### src/rtl/seq_detect_n.sv
// seq_detect_n
//   Serial sequence detector. Compares the most recent PATTERN_W enabled bits
//   of the x stream against a runtime-loadable pattern and emits a registered
//   one-cycle pulse on z for every match. A saturating counter tracks matches.
//   Overlapping and non-overlapping detection are selected by `overlap`.
//
// Ports
//   clk      rising-edge clock
//   rst_n    asynchronous active-low reset
//   x        serial data bit, sampled when en=1
//   en       bit-valid qualifier
//   load     loads `pattern` into the pattern register, restarts the fill count
//   pattern  new pattern; bit [PATTERN_W-1] is the first bit received
//   overlap  1 = matched bits may be reused, 0 = each bit used at most once
//   clear    synchronous clear of count (wins over a same-cycle match)
//   z        registered match pulse
//   count    saturating match count
module seq_detect_n #(
    parameter int                   PATTERN_W = 4,
    parameter int                   CNT_W     = 8,
    parameter logic [PATTERN_W-1:0] PAT_RST   = 4'b1011
) (
    input  logic                 clk,
    input  logic                 rst_n,
    input  logic                 x,
    input  logic                 en,
    input  logic                 load,
    input  logic [PATTERN_W-1:0] pattern,
    input  logic                 overlap,
    input  logic                 clear,
    output logic                 z,
    output logic [CNT_W-1:0]     count
);

    localparam int                FILL_W    = $clog2(PATTERN_W + 1);
    localparam logic [FILL_W-1:0] FILL_FULL = FILL_W'(PATTERN_W);
    localparam logic [CNT_W-1:0]  CNT_MAX   = '1;

    logic [PATTERN_W-1:0] pat_q;
    logic [PATTERN_W-1:0] hist;
    logic [FILL_W-1:0]    fill;

    logic [PATTERN_W-1:0] hist_n;
    logic [FILL_W-1:0]    fill_n;
    logic                 match;

    // fill counts how many of the bits in hist belong to the current attempt;
    // a match requires a full window so stale history never completes one.
    always_comb begin
        hist_n = {hist[PATTERN_W-2:0], x};
        fill_n = (fill == FILL_FULL) ? fill : fill + FILL_W'(1);
        match  = en && !load && (fill_n == FILL_FULL) && (hist_n == pat_q);
    end

    always_ff @(posedge clk or negedge rst_n) begin
        if (!rst_n) begin
            pat_q <= PAT_RST;
        end else if (load) begin
            pat_q <= pattern;
        end
    end

    always_ff @(posedge clk or negedge rst_n) begin
        if (!rst_n) begin
            hist <= '0;
            fill <= '0;
            z    <= 1'b0;
        end else if (load) begin
            fill <= '0;
            z    <= 1'b0;
        end else if (en) begin
            hist <= hist_n;
            z    <= match;
            if (match) begin
                // Non-overlap discards the whole matched window.
                fill <= overlap ? FILL_FULL : '0;
            end else begin
                fill <= fill_n;
            end
        end else begin
            z <= 1'b0;
        end
    end

    always_ff @(posedge clk or negedge rst_n) begin
        if (!rst_n) begin
            count <= '0;
        end else if (clear) begin
            count <= '0;
        end else if (match && (count != CNT_MAX)) begin
            count <= count + CNT_W'(1);
        end
    end

endmodule

### config.mk
export PLATFORM = sky130hd
export DESIGN_NAME = seq_detect_n
export DESIGN_NICKNAME = d
export VERILOG_FILES = /design/src/rtl/seq_detect_n.sv
export SDC_FILE = /design/constraint.sdc
export NUM_CORES = 1
export LEC_CHECK = 0
export ABC_AREA = 1
export CORE_ASPECT_RATIO = 0.8
export CORE_UTILIZATION = 35
export CTS_CLUSTER_DIAMETER = 120
export DETAILED_ROUTE_END_ITERATION = 6
export PLACE_DENSITY = 0.63
export REMOVE_ABC_BUFFERS = 1
export SETUP_SLACK_MARGIN = 0.5
export SYNTH_ARGS = -nofsm -noshare
export SYNTH_HDL_FRONTEND = slang
export SYNTH_SLANG_ARGS = --single-unit
### constraint.sdc
create_clock -name clk -period 1.6 [get_ports clk]
set_clock_uncertainty 0.2 [all_clocks]
set_input_delay 0.32 -clock clk [delete_from_list [all_inputs] [get_ports clk]]
set_output_delay 0.32 -clock clk [all_outputs]
set_load 0.1 [all_outputs]
* Yosys cells after proc, flatten, opt, wreduce, memory -nomap -nowiden
Index checks and enable logic that the tools add are counted.
** Operators by class
- Add/subtract/negate cells :: 2
- Equal/unequal tests :: 4
- Mux-type cells :: 9
- Bitwise operators :: 1
- Reductions and logical operators :: 8
** Operators with widths (number)
- $mux 8 :: 2
- $mux 3 :: 5
- $add 8x1->8 const B :: 1
- $ne 8x8->1 const B :: 1
- $eq 3x3->1 const B :: 2
- $eq 4x4->1 :: 1
- $logic_and 1x1->1 :: 4
- $reduce_bool 2->1 :: 2
- $add 3x1->3 const B :: 1
- $mux 1 :: 2
- $reduce_and 2->1 :: 1
- $logic_not 1->1 :: 1
- $not 1->1 :: 1
** Word-level totals
- Register bits :: 19
- Input bits :: 11
- Word-level logic and storage cells :: 29

* Longest topological paths before layout
Gate-level depths: netlist of the first run.
- Depth in word-level cells :: 8
- Depth in mapped cells :: 11
- Gate-level depth less buffers :: 11

* Least setup slack after synthesis of the first run
OpenSTA, ideal clock, no wires.
- Path kind :: flip-flop to flip-flop
- Start :: reg count[1]
- End :: reg count[6]
- Setup time :: 69 ps
- Arrival :: 2091 ps
- Slack :: -760 ps
- Stages on the path, launching flop included :: 8
- Period minus slack after synthesis :: 2360 ps
- Cells stage by stage :: dfrtp_1 -> ha_1 -> nand3_2 -> nor2_4 -> nand4_4 -> nand3_4 -> nand3_1 -> nand2_1
** On the way
- Cells in the longest elaborated chain, start to end :: 3
- Elaborated cells on any way between the ends :: 6
** RTL lines
- start: declaration :: line 32 : output logic [CNT_W-1:0] count
- start signal: assignment :: line 91 : count <= count + CNT_W'(1);
- $add 8x1->8 / $ne 8x8->1 (equally long branches) :: line 91, 90
- $mux 8 / $logic_and 1x1->1 (equally long branches) :: line 90 : end else if (match && (count != CNT_MAX)) begin
- $mux 8 / $reduce_bool 2->1 (equally long branches)
Several ways; a longest one is shown, not always the timed one. The select of a mux whose other input is x is not followed.
A chain may end at the register's enable or synchronous reset.

* Final worst setup path of the first run
- Start :: reg fill[0]
- End :: reg count[1]
** On the way
- Cells in the longest elaborated chain, start to end :: 7
- Elaborated cells on any way between the ends :: 8
** RTL lines
- start: declaration :: line 41 : logic [FILL_W-1:0] fill;
- start signal: assignment :: line 76 : fill <= overlap ? FILL_FULL : '0;
- start signal: assignment :: line 78 : fill <= fill_n;
- $add 3x1->3 / $eq 3x3->1 (equally long branches) :: line 51 : fill_n = (fill == FILL_FULL) ? fill : fill + FILL_W'(1);
- $mux 3 * :: line 51
- $eq 3x3->1 * :: line 52 : match = en && !load && (fill_n == FILL_FULL) && (hist_n == pat_q);
- $logic_and 1x1->1 * (2 in series) :: line 52
- $logic_and 1x1->1 * :: line 90
- $reduce_bool 2->1 (no line) *
Every way passes the cells marked *; elsewhere a longest branch is shown, timed or not.

==> flow_summary_export.csv, run 1 <==
group,metric,value,unit
status,outcome,"complete, but fails checks",
status,violations,"negative setup slack",
logic_synthesis,ys_seq_area_share,39.7,%
logic_synthesis,ys_seq_elements,19,
power_and_ir_drop,ir_drop,0.000462,V
logic_synthesis,yosysWarnings,0,
clock_tree,path_clk_slew,0.07,ns
timing,relSlewSlack,84.4,%
floorplanning,ioPinCount,20,
setup_path,worstPathMaxFanout,8,
power_and_ir_drop,pwr_density_cell,561,nW/um^2
logic_synthesis,synth_edf_count,0,
floorplanning,coreArea,3180,sq um
timing,timing.fmax,569,MHz
floorplanning,die-area,3690,sq um
setup_path,worst-path-buf-inv,1,
logic_synthesis,ys_async_sr_fraction,100,%
cells_and_area,multi_input_area,723,sq um
floorplanning,die_w,67.7,um
setup_path,cpPeakStageDelay,0.43,ns
floorplanning,rows,18,
power_and_ir_drop,p_leak,1.03,nW
logic_synthesis,netlist_top_cells_count,"nand2_1 (45), inv_1 (26), dfrtp_1 (16), nand3_1 (12), nand4_1 (9)",
cells_and_area,num-nets-final,223,
timing,worst_slack,-0.157,ns
timing,rsz0062_at_grt,"true",
placement,placed_cell_area,1670,sq um
global_route,grt_pass1_wl,5130,um
timing,finalCriticalPeriod,1.76,ns
logic_synthesis,yosysMostFrequentCell,"nand2_1",
placement,placedCellCount,227,
drt,vias,1161,
clock_tree,cts_buffer_depth,2,
logic_synthesis,synthTopCellsByArea,"dfrtp_1 (33%), nand2_1 (14%), inv_1 (8.1%)",
clock_tree,cts.sinks,19,
global_route,first_global_vias,1167,
cells_and_area,area.sequential,484,sq um
cells_and_area,fillers,259,
flow_run,drv_cap,0,
drt,drtIter0Drc,26,
global_route,antenna_found_initial,0,
global_route,overflow,0,
setup_path,crit_arrival,1.69,ns
timing,post-route-period-util,110,%
logic_synthesis,synthFlopType,"dfrtp_1",
clock_tree,cts_tree,"built",
drt,antenna_left,0,
placement,port_buffers,19,
timing,worst_pin_slew,0.234,ns
floorplanning,die_h,54.5,um
setup_path,cp.required,1.54,ns
timing,final-hold-violation-count,0,
logic_synthesis,yosysTopAreaCellShare,33.2,%
timing,setup-violations-final,10,
logic_synthesis,synth_cell_types,24,
clock_tree,htree_num_levels,1,
cells_and_area,stdcell_area,2040,sq um
clock_tree,holdBufCountCts,0,
logic_synthesis,avgSynthCellArea,7.94,sq um
placement,gp_congestion,0.799,
setup_path,critPathKind,"reg2reg",
timing,hold_ws,0.183,ns
setup_path,crit_family,"simple AND/OR/NAND/NOR gates",
floorplanning,start_util,38.0,%
drt,vias_per_cell,4.68,
logic_synthesis,yosys.area.top_type,"dfrtp_1",
cells_and_area,antenna_cells,0,
clock_tree,cts_root_buf,"clkbuf_8",
drt,drc,0,
logic_synthesis,netlist_area,1210,sq um
cells_and_area,area_growth,69.1,%
drt,routed_wl,3220,um
drt,dr.pass1.iters,4,
cells_and_area,drive_gt1_share,46.6,%
global_route,track_usage,19.2,%
global_route,grt_max_degree,17,
power_and_ir_drop,p_total,1.14,mW
hold_path,hold_path.class,"in2async",
cells_and_area,final_cells,248,
setup_path,endpoint_kind,"register",
logic_synthesis,synthCells,152,
drt,wl_per_cell,13.0,um
timing,slew_violations,0,
setup_path,critPathSlowestCell,"dfrtp_2",
clock_tree,cts_made_buffers,3,
placement,hpwlAfterDp,2160,um
setup_path,cp-start-kind,"register",
clock_tree,clkLatencyLatePin,0.26,ns
setup_path,cp_cell_sequence,"ha_2 -> nand2_1 -> nor2_2 -> nor2_4 -> inv_2 -> nor2_4 -> nand3_4 -> nand3_2 -> nand2_1",
==> cell type report <==
type	instances	area share [%]
flip-flops and latches	19	23.7
repair buffers	54	30.8
inverters	29	5.45
multi-input cells	102	35.4
clock buffers	4	2.21
well taps	40	2.45
==> power breakdown <==
group          internal [mW]  switching [mW]  total, mW
clock network          0.177           0.152      0.330
registers              0.512          0.0195      0.531
logic                  0.133           0.152      0.284
==> layout by cell type, fill, tap and decap left out, types with 3 or more instances in the layout <==
cell / Yosys / final
o21ai_1: 2 / 3
nand3_1: 12 / 4
buf_6: 1 / 10
nor2_4: 3 / 4
nand2_4: 1 / 5
nand2_2: 1 / 4
clkbuf_8: 0 / 3
buf_4: 0 / 21
xor2_1: 4 / 4
inv_2: 3 / 7
nand2_1: 45 / 38
clkdlybuf4s50_1: 0 / 7
buf_12: 0 / 13
o21ai_0: 7 / 5
nor2_2: 1 / 3
nand3_2: 1 / 9
nand4_1: 9 / 9
dfrtp_2: 0 / 4
dfrtp_1: 16 / 12
dfstp_2: 3 / 3
inv_1: 26 / 21
nor2_1: 5 / 3
==> what timing repair did <==
item / 4_1_cts / 5_1_grt
gates resized for setup: 33 / 20
setup endpoints to repair: 28 / 24
gates cloned: 1 / 0
pin swaps: 14 / 15
setup buffers: 14 / 2
==> layer usage <==
metal,vias up,track usage (%),wire length [um]
met5,-,0,0
met4,0,6.74,61
met3,9,3.54,66
met2,14,35.3,1700
met1,541,22.5,1390
li1,597,-,-
==> logic make-up (layout without fill, tap and decap cells) <==
group / after synthesis / count (layout) / synth area share (%)
flip-flops: 19 / 19 / 39.7
AO/OA/AOI/OAI: 11 / 11 / 4.77
AND/OR/NAND/NOR: 83 / 84 / 38.8
adder cells (fa/ha/maj): 3 / 3 / 3.11
buffers and inverters: 32 / 87 / 10.8
XOR/XNOR: 4 / 4 / 2.90
==> path summary, 6_finish.rpt <==
kind | from | end | slack [ns] | cells past startpoint
min in group clk | en | fill[2] | 0.30 | 4
hold / removal | rst_n | fill[1] | 0.18 | 2
max in group asynchronous | rst_n | pat_q[3] | 0.77 | 2
setup reg to reg | fill[0] | count[1] | -0.16 | 9
setup / recovery | fill[0] | count[1] | -0.16 | 9
hold reg to reg | pat_q[3] | pat_q[3] | 0.30 | 2
==> state kept, by name, indices dropped and copies added (netlist names) <==
| signal | cells |
|---|---|
| pat_q | 4 |
| count | 8 |
| hist | 3 |
| z | 1 |
| fill | 3 |
==> stage by stage <==
stage	setup slack (ns)	setup TNS (ns)	util [%]
after detailed placement	-0.378	-3.79	52.6
after global placement	-0.339	-3.28	52.6
after floorplan	-0.777	-6.23	-
after global routing	-0.238	-2.15	64.3
final	-0.157	-1.36	64.3
after CTS	-0.135	-1.06	61.8
(Power assumes the default switching activity.)
==> run 2: changes to the inputs <==
--- a/config.mk
+++ b/config.mk
@@ -10,7 +10,7 @@
 export CORE_UTILIZATION = 35
 export CTS_CLUSTER_DIAMETER = 120
 export DETAILED_ROUTE_END_ITERATION = 6
-export PLACE_DENSITY = 0.63
+export PLACE_DENSITY = 0.61
 export REMOVE_ABC_BUFFERS = 1
 export SETUP_SLACK_MARGIN = 0.5
 export SYNTH_ARGS = -nofsm -noshare
==> constraint.sdc (replaced) <==
create_clock -name clk -period 1.69 [get_ports clk]
set_clock_uncertainty 0.2 [all_clocks]
set_input_delay 0.338 -clock clk [delete_from_list [all_inputs] [get_ports clk]]
set_output_delay 0.338 -clock clk [all_outputs]
set_load 0.1 [all_outputs]
==> run 2 against run 1 <==
The run still ends with negative setup slack left. Final cell count decreased by 4.8%. First-iteration DRC count increased by 42%. Largest cell class unchanged. Power decreased by 7.6%. Die area unchanged. Critical path depth increased by 2.
==> flow_summary_export.csv, run 2 (synthesis results as in run 1) <==
group,metric,value,unit
cells_and_area,antenna_cells,0,
floorplanning,ioPinCount,20,
placement,post-place-ws,-0.293,ns
timing,timing.fmax,582,MHz
cells_and_area,reg_top3,"count (8), pat_q (4)",
setup_path,cp_cell_sequence,"inv_2 -> ha_4 -> nand2_4 -> nand2_2 -> o21ai_2 -> inv_2 -> nand2_4 -> inv_4 -> nand3_4 -> nand3_2 -> nand2_2",
setup_path,worst-path-buf-inv,3,
timing,post-route-period-util,102,%
placement,hpwlAfterDp,1850,um
setup_path,cp.required,1.63,ns
drt,vias_per_cell,4.68,
setup_path,critPathKind,"reg2reg",
global_route,track_usage,18.5,%
setup_path,worstPathMaxFanout,8,
cells_and_area,mostFrequentLayoutCells,"nand2_1 (37), inv_1 (21), buf_4 (16)",
setup_path,cpPeakStageDelay,0.41,ns
flow_run,drv_cap,0,
drt,drtIter0Drc,37,
global_route,first_global_vias,1114,
power_and_ir_drop,p_leak,0.956,nW
timing,worst_slack,-0.0287,ns
floorplanning,start_util,38.0,%
power_and_ir_drop,pwr_density_cell,556,nW/um^2
power_and_ir_drop,p_total,1.06,mW
setup_path,crit_family,"simple AND/OR/NAND/NOR gates",
setup_path,endpoint_kind,"register",
clock_tree,cts.sinks,19,
drt,antenna_left,0,
clock_tree,cts_tree,"built",
status,outcome,"complete, but fails checks",
clock_tree,path_clk_slew,0.07,ns
hold_path,hold_path.class,"in2async",
timing,rsz0062_at_grt,"true",
clock_tree,clkLatencyLatePin,0.26,ns
drt,vias,1105,
cells_and_area,top_register,"count",
cells_and_area,drive_gt1_share,42.9,%
drt,routed_wl,2760,um
placement,gp_congestion,0.712,
timing,worst_pin_slew,0.244,ns
drt,dr.pass1.iters,4,
cells_and_area,layout_commonest_cell,"nand2_1",
timing,slew_violations,0,
placement,port_buffers,19,
cells_and_area,area_growth,57.6,%
floorplanning,die_h,54.5,um
timing,setup-violations-final,6,
global_route,grt_max_degree,20,
floorplanning,die-area,3690,sq um
power_and_ir_drop,ir_drop,0.000506,V
clock_tree,cts_buffer_depth,2,
setup_path,crit_arrival,1.66,ns
cells_and_area,num-nets-final,211,
placement,placed_cell_area,1630,sq um
timing,relSlewSlack,83.7,%
global_route,antenna_found_initial,0,
setup_path,cp-start-kind,"register",
clock_tree,cts_made_buffers,3,
floorplanning,coreArea,3180,sq um
global_route,grt_pass1_wl,4900,um
cells_and_area,largest_reg_flops,8,
clock_tree,cts_root_buf,"clkbuf_8",
cells_and_area,final_cells,236,
status,violations,"negative setup slack",
cells_and_area,stdcell_area,1900,sq um
clock_tree,htree_num_levels,1,
floorplanning,die_w,67.7,um
setup_path,critPathSlowestCell,"dfrtp_1",
drt,drc,0,
timing,finalCriticalPeriod,1.72,ns
timing,final-hold-violation-count,0,
floorplanning,rows,18,
drt,wl_per_cell,11.7,um
global_route,overflow,0,
placement,placedCellCount,221,
run 2: cell types whose count changed in the layout (fill, tap and decap cells not counted), moves of 2 or more:
cell / previous run / this run
o21ai_0: 5 / 7
buf_12: 13 / 10
buf_4: 21 / 16
buf_6: 10 / 6
nor2_2: 3 / 1
o21ai_1: 3 / 1
run 2: routing by layer:
metal	vias up	wire length, um	track usage, %
met5	-	0	0
met4	0	36	8.16
met3	4	165	4.38
met2	26	1350	30.9
met1	507	1210	22.8
li1	568	-	-
run 2: per-stage QoR:
step / hold WS (ns) / TNS (ns) / utilization (%)
floorplan: -0.158 / -5.48 / -
global placement: 0.278 / -2.41 / 51.2
detailed placement: 0.289 / -2.58 / 51.2
CTS: 0.212 / 0 / 58.6
global route: 0.233 / -0.775 / 59.9
finish: 0.204 / -0.0905 / 59.9
run 2: cell type report:
type	instances	area [sq um]
fill	258	1270
inverter	29	111
multi-input combinational	102	728
tap	40	50.0
clock buffer	4	45.0
timing repair buffer	42	485
sequential	19	483
run 2: repair_timing:
| item | CTS | global route |
|---|---|---|
| gates resized for setup | 35 | 10 |
| endpoints found under the setup margin | 28 | 21 |
| pin swaps | 18 | 6 |
| setup buffers | 10 | 0 |
| hold buffers | 0 | 0 |
| cloned | 1 | 0 |
run 2: power by group:
group | total (mW) | leakage, nW | switching, mW | internal (mW)
registers | 0.501 | 0.242 | 0.0170 | 0.484
clock network | 0.317 | 0.0228 | 0.149 | 0.168
logic | 0.240 | 0.691 | 0.133 | 0.107
total | 1.06 | 0.956 | 0.299 | 0.758
run 2: path summary, 6_finish.rpt:
check	from	end	slack, ns	cells after the start
setup reg to reg	fill[1]	count[1]	-0.03	11
max in group asynchronous	rst_n	pat_q[0]	0.81	2
min in group clk	pat_q[1]	pat_q[1]	0.30	2
setup / recovery	fill[1]	count[1]	-0.03	11
hold reg to reg	pat_q[1]	pat_q[1]	0.30	2
hold / removal	rst_n	count[2]	0.20	2
==> run 3: changes to the inputs <==
--- a/config.mk
+++ b/config.mk
@@ -6,6 +6,8 @@
 export NUM_CORES = 1
 export LEC_CHECK = 0
 export ABC_AREA = 1
+export ABC_CLOCK_PERIOD_IN_PS = 1690
+export CAP_MARGIN = 10
 export CORE_ASPECT_RATIO = 0.8
 export CORE_UTILIZATION = 35
 export CTS_CLUSTER_DIAMETER = 120
==> results of run 3 <==
The final DEF is identical to that of run 2; final timing and power are the same.
